**src/rtl/dcache_pkg.sv**
```systemverilog
// rtl/dcache_pkg.sv - shared types, default geometry and address field helpers for the data cache
package dcache_pkg;

    typedef enum logic {
        IDLE   = 1'b0,
        REFILL = 1'b1
    } state_e;

    localparam int DATA_WIDTH  = 32;
    localparam int NUM_SETS    = 16;
    localparam int BLOCK_WORDS = 4;
    localparam int INDEX_BITS  = $clog2(NUM_SETS);
    localparam int WOFF_BITS   = $clog2(BLOCK_WORDS);
    localparam int TAG_BITS    = DATA_WIDTH - INDEX_BITS - WOFF_BITS - 2;

    function automatic logic [1:0] addr_boff(input logic [DATA_WIDTH-1:0] addr);
        return addr[1:0];
    endfunction

    function automatic logic [WOFF_BITS-1:0] addr_woff(input logic [DATA_WIDTH-1:0] addr);
        return addr[WOFF_BITS+1:2];
    endfunction

    function automatic logic [INDEX_BITS-1:0] addr_index(input logic [DATA_WIDTH-1:0] addr);
        return addr[INDEX_BITS+WOFF_BITS+1:WOFF_BITS+2];
    endfunction

    function automatic logic [TAG_BITS-1:0] addr_tag(input logic [DATA_WIDTH-1:0] addr);
        return addr[DATA_WIDTH-1:INDEX_BITS+WOFF_BITS+2];
    endfunction

endpackage

```
**src/rtl/data_cache_array.sv**
```systemverilog
// rtl/data_cache_array.sv - valid/tag/data storage with combinational lookup and posedge fill/write
module data_cache_array
    import dcache_pkg::*;
#(
    parameter int DATA_WIDTH  = 32,
    parameter int BYTE_WIDTH  = 8,
    parameter int NUM_SETS    = 16,
    parameter int BLOCK_WORDS = 4,
    parameter int TAG_BITS    = 24,
    localparam int IDX_W      = $clog2(NUM_SETS),
    localparam int WOFF_W     = $clog2(BLOCK_WORDS),
    localparam int BOFF_W     = $clog2(DATA_WIDTH / BYTE_WIDTH)
) (
    input  logic                  clk,
    input  logic                  rst,
    input  logic [IDX_W-1:0]      rd_index,
    input  logic [WOFF_W-1:0]     rd_woff,
    output logic                  rd_valid,
    output logic [TAG_BITS-1:0]   rd_tag,
    output logic [DATA_WIDTH-1:0] rd_word,
    input  logic                  clr_en,
    input  logic [IDX_W-1:0]      clr_index,
    input  logic                  fill_en,
    input  logic                  fill_last,
    input  logic [IDX_W-1:0]      fill_index,
    input  logic [WOFF_W-1:0]     fill_woff,
    input  logic [DATA_WIDTH-1:0] fill_data,
    input  logic [TAG_BITS-1:0]   fill_tag,
    input  logic                  wr_en,
    input  logic                  wr_byte,
    input  logic [IDX_W-1:0]      wr_index,
    input  logic [WOFF_W-1:0]     wr_woff,
    input  logic [BOFF_W-1:0]     wr_boff,
    input  logic [DATA_WIDTH-1:0] wr_data
);

    logic [NUM_SETS-1:0]   valid;
    logic [TAG_BITS-1:0]   tags [NUM_SETS];
    logic [DATA_WIDTH-1:0] data [NUM_SETS][BLOCK_WORDS];

    assign rd_valid = valid[rd_index];
    assign rd_tag   = tags[rd_index];
    assign rd_word  = data[rd_index][rd_woff];

    // A line being refilled is invalid until its last word lands.
    always_ff @(posedge clk) begin
        if (rst) begin
            valid <= '0;
        end else if (fill_en && fill_last) begin
            valid[fill_index] <= 1'b1;
        end else if (clr_en) begin
            valid[clr_index] <= 1'b0;
        end
    end

    always_ff @(posedge clk) begin
        if (fill_en && fill_last) begin
            tags[fill_index] <= fill_tag;
        end
    end

    always_ff @(posedge clk) begin
        if (fill_en) begin
            data[fill_index][fill_woff] <= fill_data;
        end else if (wr_en) begin
            if (wr_byte) begin
                data[wr_index][wr_woff][wr_boff*BYTE_WIDTH +: BYTE_WIDTH] <= wr_data[BYTE_WIDTH-1:0];
            end else begin
                data[wr_index][wr_woff] <= wr_data;
            end
        end
    end

endmodule

```
**src/rtl/data_cache.sv**
```systemverilog
// rtl/data_cache.sv - direct-mapped write-through no-write-allocate data cache with refill FSM
module data_cache
    import dcache_pkg::*;
#(
    parameter int DATA_WIDTH  = 32,
    parameter int BYTE_WIDTH  = 8,
    parameter int NUM_SETS    = 16,
    parameter int BLOCK_WORDS = 4,
    parameter int CNT_WIDTH   = 16
) (
    input  logic                  clk_i,
    input  logic                  rst_i,
    input  logic                  cpu_re_i,
    input  logic                  cpu_we_i,
    input  logic                  cpu_byte_op_i,
    input  logic [DATA_WIDTH-1:0] cpu_addr_i,
    input  logic [DATA_WIDTH-1:0] cpu_wd_i,
    output logic [DATA_WIDTH-1:0] cpu_rd_o,
    output logic                  stall_o,
    output logic [DATA_WIDTH-1:0] mem_addr_o,
    output logic                  mem_we_o,
    output logic                  mem_byte_op_o,
    output logic [DATA_WIDTH-1:0] mem_wd_o,
    input  logic [DATA_WIDTH-1:0] mem_rd_i,
    output logic [CNT_WIDTH-1:0]  hit_count_o,
    output logic [CNT_WIDTH-1:0]  miss_count_o
);

    localparam int IDX_W  = $clog2(NUM_SETS);
    localparam int WOFF_W = $clog2(BLOCK_WORDS);
    localparam int BOFF_W = $clog2(DATA_WIDTH / BYTE_WIDTH);
    localparam int TAG_W  = DATA_WIDTH - IDX_W - WOFF_W - BOFF_W;
    localparam logic [WOFF_W-1:0] LAST_WORD = WOFF_W'(BLOCK_WORDS - 1);

    state_e state, next_state;
    logic [WOFF_W-1:0] cnt;
    logic [TAG_W-1:0]  lat_tag;
    logic [IDX_W-1:0]  lat_index;

    logic [BOFF_W-1:0] boff;
    logic [WOFF_W-1:0] woff;
    logic [IDX_W-1:0]  index;
    logic [TAG_W-1:0]  tag;

    assign boff  = cpu_addr_i[BOFF_W-1:0];
    assign woff  = cpu_addr_i[BOFF_W +: WOFF_W];
    assign index = cpu_addr_i[BOFF_W+WOFF_W +: IDX_W];
    assign tag   = cpu_addr_i[DATA_WIDTH-1 -: TAG_W];

    logic                  line_valid;
    logic [TAG_W-1:0]      line_tag;
    logic [DATA_WIDTH-1:0] line_word;
    logic                  hit;

    assign hit = line_valid && (line_tag == tag);

    logic idle_store, load_req, load_hit, load_miss, fill_en;

    assign idle_store = !rst_i && (state == IDLE) && cpu_we_i;
    assign load_req   = !rst_i && (state == IDLE) && !cpu_we_i && cpu_re_i;
    assign load_hit   = load_req && hit;
    assign load_miss  = load_req && !hit;
    assign fill_en    = !rst_i && (state == REFILL);

    data_cache_array #(
        .DATA_WIDTH  (DATA_WIDTH),
        .BYTE_WIDTH  (BYTE_WIDTH),
        .NUM_SETS    (NUM_SETS),
        .BLOCK_WORDS (BLOCK_WORDS),
        .TAG_BITS    (TAG_W)
    ) u_array (
        .clk        (clk_i),
        .rst        (rst_i),
        .rd_index   (index),
        .rd_woff    (woff),
        .rd_valid   (line_valid),
        .rd_tag     (line_tag),
        .rd_word    (line_word),
        .clr_en     (load_miss),
        .clr_index  (index),
        .fill_en    (fill_en),
        .fill_last  (cnt == LAST_WORD),
        .fill_index (lat_index),
        .fill_woff  (cnt),
        .fill_data  (mem_rd_i),
        .fill_tag   (lat_tag),
        .wr_en      (idle_store && hit),
        .wr_byte    (cpu_byte_op_i),
        .wr_index   (index),
        .wr_woff    (woff),
        .wr_boff    (boff),
        .wr_data    (cpu_wd_i)
    );

    logic [DATA_WIDTH-1:0] lane;
    assign lane = {{(DATA_WIDTH-BYTE_WIDTH){1'b0}}, line_word[boff*BYTE_WIDTH +: BYTE_WIDTH]};

    always_comb begin
        next_state    = state;
        stall_o       = 1'b0;
        cpu_rd_o      = '0;
        mem_addr_o    = cpu_addr_i;
        mem_we_o      = 1'b0;
        mem_byte_op_o = cpu_byte_op_i;
        mem_wd_o      = cpu_wd_i;
        if (!rst_i) begin
            case (state)
                IDLE: begin
                    if (cpu_we_i) begin
                        mem_we_o = 1'b1;
                    end else if (cpu_re_i) begin
                        if (hit) begin
                            cpu_rd_o = cpu_byte_op_i ? lane : line_word;
                        end else begin
                            stall_o    = 1'b1;
                            next_state = REFILL;
                        end
                    end
                end
                REFILL: begin
                    stall_o       = 1'b1;
                    mem_byte_op_o = 1'b0;
                    mem_addr_o    = {lat_tag, lat_index, cnt, {BOFF_W{1'b0}}};
                    if (cnt == LAST_WORD) begin
                        next_state = IDLE;
                    end
                end
                default: next_state = IDLE;
            endcase
        end
    end

    always_ff @(posedge clk_i) begin
        if (rst_i) begin
            state        <= IDLE;
            cnt          <= '0;
            hit_count_o  <= '0;
            miss_count_o <= '0;
        end else begin
            state <= next_state;
            if (load_miss) begin
                lat_tag   <= tag;
                lat_index <= index;
                cnt       <= '0;
            end else if (state == REFILL) begin
                cnt <= cnt + WOFF_W'(1);
            end
            if (load_hit) begin
                hit_count_o <= hit_count_o + CNT_WIDTH'(1);
            end
            if (load_miss) begin
                miss_count_o <= miss_count_o + CNT_WIDTH'(1);
            end
        end
    end

endmodule

```
**config.mk**
```make
export PLATFORM = sky130hd
export DESIGN_NAME = data_cache
export DESIGN_NICKNAME = d
export VERILOG_FILES = /design/src/rtl/dcache_pkg.sv /design/src/rtl/data_cache_array.sv /design/src/rtl/data_cache.sv
export SDC_FILE = /design/constraint.sdc
export NUM_CORES = 2
export LEC_CHECK = 0
export CORE_ASPECT_RATIO = 0.6
export CORE_UTILIZATION = 60
export DETAILED_ROUTE_END_ITERATION = 6
export PLACE_DENSITY = 0.83
export SETUP_SLACK_MARGIN = 0.05
export SLEW_MARGIN = 0
export SYNTH_ARGS = -nofsm -noshare
export SYNTH_HDL_FRONTEND = slang
export SYNTH_HIERARCHICAL = 1
export SYNTH_SLANG_ARGS = --single-unit
```
**constraint.sdc**
```tcl
create_clock -name clk_i -period 20.7 [get_ports clk_i]
set_input_delay 5.175 -clock clk_i [delete_from_list [all_inputs] [get_ports clk_i]]
set_output_delay 5.175 -clock clk_i [all_outputs]
set_load 0.01 [all_outputs]
```
==> key figures <==
Detailed routing
  • Vias: 57131
  • Via density: 7.42
  • Antenna viol nets, final: 0
  • Number of remaining DRC errors: 20
  • First-pass detailed-route iteration total: 7
  • WL/cell: 37.0 µm
  • Total Wirelength: 285000 µm
  • First-iteration detailed-routing DRC count: 10653

Placement
  • Dpl ws: 3.66 ns
  • GPL Wtd Cong: 0.905
  • Buffers added on ports: 231
  • Post-DP HPWL: 173000 µm

STA
  • Max-slew violation count: 0
  • Setup TNS: 0 ns
  • Worst Tran Pin Value: 1.47 ns
  • Worst slew margin: 0.0156
  • Final Hold Viols: 0
  • Endpoints failing setup: 0
  • Clk_skew: 0.0825 ns
  • Final worst slack: 3.86 ns
  • Tmin final: 16.84 ns
  • RSZ-0062 raised after global routing: false
  • Final worst path period share: 0.814
  • Max Fclk: 59.4 MHz

Synth
  • Cell with the most instances after synthesis: edfxtp_1
  • Seq/Total Area, Yosys: 0.748
  • Synth Cell Area: 100000 µm²
  • Synth top cells by count: edfxtp_1, mux4_2, nor2_1, nand2_1, clkbuf_1
  • Syn avg cell area: 19.7 µm²
  • Post-synth EDFFs: 2460
  • Yosys warning count: 6
  • Top_reg_cell synth: edfxtp_1
  • Syn_nets: 5184
  • Synth async-reset ratio: 0
  • Syn Inst Count: 5075
  • Number of synthesized register bits: 2511
  • Yosys cell types: 63
  • Post-synth top area cell: edfxtp_1
  • Share of the synthesized area in the top cell type: 0.738
  • Top cells by area, synth: edfxtp_1, mux4_2, nor2_1

Final layout
  • Area Overhead vs Synth: 11.4%
  • Final Net Count: 5407
  • Share of cells above drive strength 1: 0.218

Hold path
  • Class of the worst hold path: reg -> reg

Global routing
  • Initial antenna violation count: 14
  • Largest net degree at the start of global routing: 117
  • Total Routing Usage GR: 0.338
  • Number of global-route vias before repair: 55550
  • GRT overflow: 0
  • First-pass GRT wire length: 401000 µm

Clock network
  • CTS clk-pin slew, worst paths: 0.06 ns
  • CTS-repair resized insts: 0
  • Clock Latency Late Sink: 0.89 ns
  • Post-CTS Hold Fix Bufs: 0
  • CTS root buf: clkbuf_16
  • Post CTS Setup Buffer Count: 0
  • Max Buffers Root-to-Sink: 4
  • CTS sink count: 2511
  • Number of CTS-inserted buffers: 215
  • CTS tree: yes
  • Htree depth: 4

Floorplanning
  • Ports: 232
  • Initial Util: 0.608
  • Die ar.: 169000 µm²
  • Die height: 318 µm
  • Core Region: 165000 µm²
  • Die Wd: 529 µm
  • Row count: 115

Power
  • Leakage Power: 34.1 nW
  • Pwr/cell area: 91.4 nW/µm²
  • Worst VDD drop: 0.0788 mV

Worst setup path
  • Required @ worst endpoint: 15.53 ns
  • Crit path max fanout: 116
  • Critical path arrival: 11.67 ns
  • Kind of critical path: in -> out
  • Critical path endpoint category: primary output
  • Crit path launch type: input port

Run status
  • Failing checks: design-rule violations
  • Status: finished, violations left

Flow run
  • Max-Cap Viols: 0
==> cells in the final DEF, fill, tap and decap left out, types with 10 or more instances in the layout <==
| cell | count |
|---|---|
| a211oi_1 | 11 |
| a21oi_1 | 122 |
| a221oi_1 | 23 |
| a22o_1 | 47 |
| a22oi_1 | 17 |
| a31oi_1 | 59 |
| a31oi_2 | 16 |
| and2_1 | 32 |
| and3_1 | 14 |
| buf_4 | 129 |
| bufinv_16 | 20 |
| clkbuf_1 | 30 |
| clkbuf_16 | 219 |
| clkdlybuf4s50_1 | 221 |
| clkinv_1 | 47 |
| clkinv_2 | 51 |
| dfxtp_1 | 51 |
| edfxtp_1 | 2460 |
| inv_1 | 10 |
| mux2_2 | 42 |
| mux2i_1 | 45 |
| mux4_2 | 635 |
| nand2_1 | 164 |
| nand2b_1 | 22 |
| nand3_1 | 97 |
| nor2_1 | 369 |
| nor2_4 | 13 |
| nor2b_1 | 29 |
| nor3_1 | 25 |
| nor4_1 | 25 |
| o21ai_0 | 53 |
| o221ai_1 | 33 |
| o22a_1 | 15 |
| o22ai_1 | 138 |
| o31ai_1 | 13 |
| or3_1 | 13 |
| or4_1 | 14 |
| xor2_1 | 19 |
==> cell families after synthesis <==
| group | Yosys count | synth area share |
|---|---|---|
| mux | 725 | 0.153 |
| simple gates | 869 | 0.0395 |
| xor+xnor | 21 | 0.00184 |
| buf+inv | 369 | 0.0194 |
| fa+ha+maj | 8 | 0.00100 |
| flops | 2511 | 0.748 |
| compound gates | 572 | 0.0377 |
==> flip-flops by register name, indices dropped and copies added (netlist names) <==
name and count:
u_array/valid 16, cnt 2, state 1, u_array/tags 384, u_array/data 2048, hit_count_o 16, lat_index 4, miss_count_o 16
lat_tag 24
==> layer usage <==
metal  up-vias  global-route usage  share of wire
met2      5964               0.480           0.43
met4        22               0.148          0.054
met5         -             0.00199        0.00072
li1      21443                   -              -
met3      1125               0.134           0.18
met1     28577               0.467           0.33
==> where the power goes <==
part / leakage [nW] / total (W) / switching [W] / internal [W]
Combinational: 8.25 / 0.000591 / 0.000381 / 0.000210
Clock: 3.37 / 0.00402 / 0.00182 / 0.00220
Sequential: 22.5 / 0.00558 / 0.00000913 / 0.00557
==> per-stage QoR <==
step                      cells  power (W)  instance area (µm²)   util  hold WS (ns)
final                      7697     0.0102               112000  0.677         0.496
after global routing       7695     0.0104               112000  0.677         0.511
after CTS                  7693     0.0102               111000  0.676         0.492
after detailed placement   7303    0.00625               105000  0.635         0.485
after global placement     7303    0.00624               105000  0.635         0.470
after floorplan            5075    0.00602               100000      -         0.460
==> final timing paths <==
kind	start	slack [ns]	endpoint	cells after the start
setup / recovery	cpu_addr_i[5]	3.86	cpu_rd_o[4]	12
setup reg to reg	u_array/tags[11][16]	12.59	u_array/data[3][63]	14
hold reg to reg	hit_count_o[12]	0.50	hit_count_o[12]	2
hold / removal	hit_count_o[12]	0.50	hit_count_o[12]	2
==> critical path: stages <==
cell,delay [ns]
buf_8,0.51
buf_4,0.82
buf_12,0.55
mux4_2,0.37
o22ai_1,0.13
nor4_1,0.93
o22a_1,0.70
o22ai_1,0.15
nor3_1,1.02
a21oi_1,0.16
nor2_1,0.31
clkdlybuf4s50_1,0.60
==> cell type report <==
class / count / area (µm²)
clock inverter: 135 / 1180
timing repair buffer: 365 / 3370
fill: 9555 / 53200
inverter: 10 / 37.5
multi-input combinational: 2195 / 23600
clock buffer: 255 / 5680
tap: 2223 / 2780
antenna: 3 / 7.51
sequential: 2511 / 74900
No activity file was read; power rests on OpenSTA's default activity.
